### src/rtl/cpu_types_pkg.sv
// Shared CPU types: controller state encoding and register-index width.
package cpu_types_pkg;

    typedef enum logic [1:0] {
        RUN   = 2'd0,
        DWAIT = 2'd1,
        HALT  = 2'd2
    } ctrl_state_t;

    typedef logic [4:0] regbits_t;

endpackage

### src/rtl/hazard_detect.sv
// RAW hazard detection between the instruction in ID and the older in-flight instructions.
// Defining PIPE_FWD_EN assumes a forwarding network, so only load-use stalls remain.
module hazard_detect
    import cpu_types_pkg::*;
(
    input  regbits_t ifid_rs,
    input  regbits_t ifid_rt,
    input  regbits_t idex_dest,
    input  regbits_t exmem_dest,
    input  logic     idex_memread,
    input  logic     idex_regwrite,
    input  logic     exmem_regwrite,
    output logic     raw_stall
);

    logic load_use;
    logic idex_dep;
    logic exmem_dep;

    // Register 0 is hardwired to zero, so it never creates a dependency.
    assign load_use = idex_memread && (idex_dest != 5'd0) &&
                      ((idex_dest == ifid_rs) || (idex_dest == ifid_rt));

    assign idex_dep = idex_regwrite &&
                      (((ifid_rs != 5'd0) && (idex_dest == ifid_rs)) ||
                       ((ifid_rt != 5'd0) && (idex_dest == ifid_rt)));

    assign exmem_dep = exmem_regwrite &&
                       (((ifid_rs != 5'd0) && (exmem_dest == ifid_rs)) ||
                        ((ifid_rt != 5'd0) && (exmem_dest == ifid_rt)));

`ifdef PIPE_FWD_EN
    assign raw_stall = load_use;
    logic unused_dep;
    assign unused_dep = idex_dep ^ exmem_dep;
`else
    assign raw_stall = load_use || idex_dep || exmem_dep;
`endif

endmodule

### src/rtl/pipeline_ctrl.sv
// Five-stage pipeline stall/flush controller with data-cache wait and halt states.
// Optional forwarding configuration via macro PIPE_FWD_EN (see hazard_detect).
module pipeline_ctrl
    import cpu_types_pkg::*;
#(
    parameter int CNT_W = 16
) (
    input  logic             CLK,
    input  logic             nRST,
    input  logic             ihit,
    input  logic             dhit,
    input  logic [4:0]       ifid_rs,
    input  logic [4:0]       ifid_rt,
    input  logic [4:0]       idex_dest,
    input  logic [4:0]       exmem_dest,
    input  logic             idex_memread,
    input  logic             idex_regwrite,
    input  logic             exmem_regwrite,
    input  logic             exmem_memaccess,
    input  logic             pc_redirect,
    input  logic             halt_in,
    output logic             pc_wen,
    output logic             ifid_wen,
    output logic             idex_wen,
    output logic             exmem_wen,
    output logic             memwb_wen,
    output logic             ifid_flush,
    output logic             idex_flush,
    output logic             exmem_flush,
    output logic             memwb_flush,
    output logic             halted,
    output ctrl_state_t      state,
    output logic [CNT_W-1:0] stall_cnt
);

    ctrl_state_t next_state;
    logic        raw_stall;
    logic        dfreeze;

    assign dfreeze = exmem_memaccess && !dhit;

    hazard_detect u_hazard (
        .ifid_rs        (ifid_rs),
        .ifid_rt        (ifid_rt),
        .idex_dest      (idex_dest),
        .exmem_dest     (exmem_dest),
        .idex_memread   (idex_memread),
        .idex_regwrite  (idex_regwrite),
        .exmem_regwrite (exmem_regwrite),
        .raw_stall      (raw_stall)
    );

    always_ff @(posedge CLK) begin
        if (!nRST) state <= RUN;
        else       state <= next_state;
    end

    always_comb begin
        next_state = state;
        if (halt_in) begin
            next_state = HALT;
        end else begin
            case (state)
                RUN:     if (dfreeze) next_state = DWAIT;
                DWAIT:   if (dhit)    next_state = RUN;
                HALT:    next_state = HALT;
                default: next_state = RUN;
            endcase
        end
    end

    // Mealy outputs; HALT and reset force every stage to hold.
    always_comb begin
        pc_wen      = 1'b0;
        ifid_wen    = 1'b0;
        idex_wen    = 1'b0;
        exmem_wen   = 1'b0;
        memwb_wen   = 1'b0;
        ifid_flush  = 1'b0;
        idex_flush  = 1'b0;
        exmem_flush = 1'b0;
        memwb_flush = 1'b0;
        if (nRST && (state != HALT) && !dfreeze) begin
            if (pc_redirect) begin
                {pc_wen, ifid_wen, idex_wen, exmem_wen, memwb_wen} = 5'b11111;
                {ifid_flush, idex_flush, exmem_flush} = 3'b111;
            end else if (raw_stall) begin
                {idex_wen, exmem_wen, memwb_wen} = 3'b111;
                idex_flush = 1'b1;
            end else if (!ihit) begin
                {ifid_wen, idex_wen, exmem_wen, memwb_wen} = 4'b1111;
                ifid_flush = 1'b1;
            end else begin
                {pc_wen, ifid_wen, idex_wen, exmem_wen, memwb_wen} = 5'b11111;
            end
        end
    end

    assign halted = nRST && (state == HALT);

    always_ff @(posedge CLK) begin
        if (!nRST)
            stall_cnt <= '0;
        else if ((state != HALT) && !pc_wen && (stall_cnt != {CNT_W{1'b1}}))
            stall_cnt <= stall_cnt + 1'b1;
    end

endmodule

### config.mk
export PLATFORM = sky130hd
export DESIGN_NAME = pipeline_ctrl
export DESIGN_NICKNAME = d
export VERILOG_FILES = /design/src/rtl/cpu_types_pkg.sv /design/src/rtl/hazard_detect.sv /design/src/rtl/pipeline_ctrl.sv
export SDC_FILE = /design/constraint.sdc
export NUM_CORES = 1
export LEC_CHECK = 0
export ABC_CLOCK_PERIOD_IN_PS = 4000
export BUFFER_PORTS_ARGS = -buffer_cell sky130_fd_sc_hd__buf_2
export CORE_MARGIN = 2
export CORE_UTILIZATION = 43
export DETAILED_ROUTE_END_ITERATION = 16
export PLACE_DENSITY = 0.76
export SLEW_MARGIN = 10
export SYNTH_ARGS = -nofsm -noshare
export SYNTH_HDL_FRONTEND = slang
export SYNTH_SLANG_ARGS = --single-unit
### constraint.sdc
create_clock -name CLK -period 4 [get_ports CLK]
set_input_delay 1.2 -clock CLK [delete_from_list [all_inputs] [get_ports CLK]]
set_output_delay 1.2 -clock CLK [all_outputs]
set_load 0.005 [all_outputs]
==> run metrics <==
critical path fanouts, max 4; fin crit period approximately 4000 ps; CTS H-tree depth 1; vias in the first global route between 1,000 and 1,500; critical path class in2out; Max VDD drop 0.189 mV; Worst-path clk slew about 90 ps; first-pass GRT wire length 5050 um; die width just over 60 um; clock skew between 4 and 5 ps; 1st-pass router iterations 4; layout cell share with drive strength beyond 1 34.9%; total number of yosys warnings 0; WL per Instance approximately 12 um; post-route DRC violation count 0; commonest non-fill, non-tap cell in the layout buf_2; Worst Hold End stall_cnt[4]; post-route clock period utilization 99.0%; CTS sink count 18; R2R depth 9; root buffer cell clkbuf_4; GRT Total Usage about 18%; hpwl dp between 2000 and 3000 um; DR vias between 1,000 and 1,500; Synth Register Bits 18; GR Util met1 between 20% and 30%; port buffer count 56; number of unique standard cell types used by synthesis 42; total grt overflow 0; largest net degree at the start of global routing 25; PnR worst setup slack 40.8 ps; Initial Utilization between 40 and 50%; Die H approximately 60 um; worst-case clock buffer depth 2; CP Launch Type input pin; r2r startpoint stall_cnt[0]; Nets approximately 270; required time worst endpoint around 2800 ps; Setup crit end kind output pin; initial antenna violation count 0; max cap viols 0; synth top area cells dfxtp_1, mux2i_1, xnor2_1; Area Growth Syn to Fin 32.2%; fin. max-slew vios 0; met3 Use GR under 10%; layer with the highest usage met2; cts hold-fix bufs 0; gate count after technology mapping roughly 180; GPL Wtd Cong about 0.98; RSZ-0062 raised after global routing true; status complete, no violations; CTS tree built; Critical R2R Capture stall_cnt[3]; hold_ws 488 ps; Synth top area share 26.1%; Post-Syn Nets ~210; Rel. slew slack between 50% and 60%; register area share after synthesis between 20% and 30%; Antenna diodes 0; ys flop type dfxtp_1; final WL ~3300 um; Hold Crit Start stall_cnt[4]; fmax ~250 MHz; worst-skew pair later-pin latency 290 ps; setup violators final 0; met2 Use GR between 20% and 30%; Worst Tran Pin Value roughly 690 ps; Syn Area/Cell slightly below 8 um2; Pleak a little under 0.8 nW; CP arrival 2760 ps; Setup WS pre-CTS -65.9 ps; Final Power approximately 400 uW; number of synthesized flops with an enable pin 0; commonest non-fill, non-tap cells in the layout buf_2, nand2_1, dfxtp_1; Die ar. ~0.0037 mm2; Pwr Density 216 mW/mm2; HP Class reg2reg; mapped cell area around 0.0014 mm2; row cnt 20; Ports 58; Core Box Area a little over 0.003 mm2; final antenna-violating net count 0; area leader, netlist dfxtp_1; endpoints failing hold 0; Async SR Flop Fraction 0%; Via density 5.06; drt initial violations 42; WHS Path Cells 2; total CTS buffers 3; setup slack, reg-to-reg around 1700 ps
worst max path at each step:
stage / startpoint / end / slack, ps / depth (start not counted)
after global routing: ifid_rt[1] / ifid_flush / -80 / 9
after CTS: ifid_rt[1] / ifid_flush / 4 / 9
after detailed placement: ifid_rs[1] / ifid_flush / -70 / 9
after floorplan: ifid_rt[1] / pc_wen / 10 / 8
after global placement: ifid_rs[1] / ifid_flush / -50 / 9
final: ifid_rs[1] / pc_wen / 40 / 8
layer usage:
layer	vias to the layer above	wire length [um]
met5	-	0
met4	0	30
met3	4	167
met2	38	1520
met1	647	1580
li1	754	-
state kept, by name, indices dropped and copies added, names as in the netlist:
name,cells
state,2
stall_cnt,16
area by class of cell:
class,count,area (um2)
tap,44,55.1
timing repair buffer,69,394
clock buffer,3,22.5
sequential,18,360
inverter,7,26.3
fill,290,1230
multi-input combinational,144,968
power breakdown:
| group | internal (mW) | switching [mW] |
|---|---|---|
| combinational | 0.0595 | 0.0585 |
| sequential | 0.184 | 0.00430 |
| clock | 0.0350 | 0.0531 |
worst max-delay path, stage by stage:
cell      delay, ps
buf_8           100
or4_4           550
o21bai_4        130
nor3_2           50
o21a_1          220
nor4_4          250
or2_4           170
buf_6            80
Yosys cell counts (all sizes together), types with 2 or more instances:
library cell   n
dfxtp         18
nor2b          5
or3            2
nor3          11
clkbuf         3
and2           3
buf            5
xor2           5
nand2         20
o31ai          2
o21a           2
nor4           4
or4            6
o21ai          4
a21oi          5
o41ai          2
nor3b          2
mux2i         10
nand3         11
nor2          11
xnor2         11
nand4          4
inv            7
nand2b        12
cells by family after synthesis:
| logic type | Yosys count | synth area share (%) |
|---|---|---|
| simple gates | 95 | 38.1 |
| compound gates | 21 | 10.7 |
| flops | 18 | 26.1 |
| xor+xnor | 16 | 10.1 |
| buf+inv | 15 | 6.52 |
| mux | 10 | 7.25 |
| fa+ha+maj | 1 | 0.906 |
| other cells | 1 | 0.271 |
metrics by stage:
stage                     util (%)  std cells  instance area (um2)  setup TNS (ps)
final                         59.8        285                 1830               0
after global routing          59.8        285                 1830            -106
after CTS                     58.0        284                 1770               0
after detailed placement      57.1        281                 1740           -65.9
after global placement        57.1        281                 1740           -45.7
after floorplan                  -        177                 1380               0
timing repair:
action / 4_1_cts / 5_1_grt
hold endpoints to repair: 0 / 0
setup endpoints to repair: 1 / 3
pin swaps: 1 / 5
gates resized for setup: 1 / 12
setup buffers: 0 / 1
Note: power is estimated with default switching activity, not from simulation.
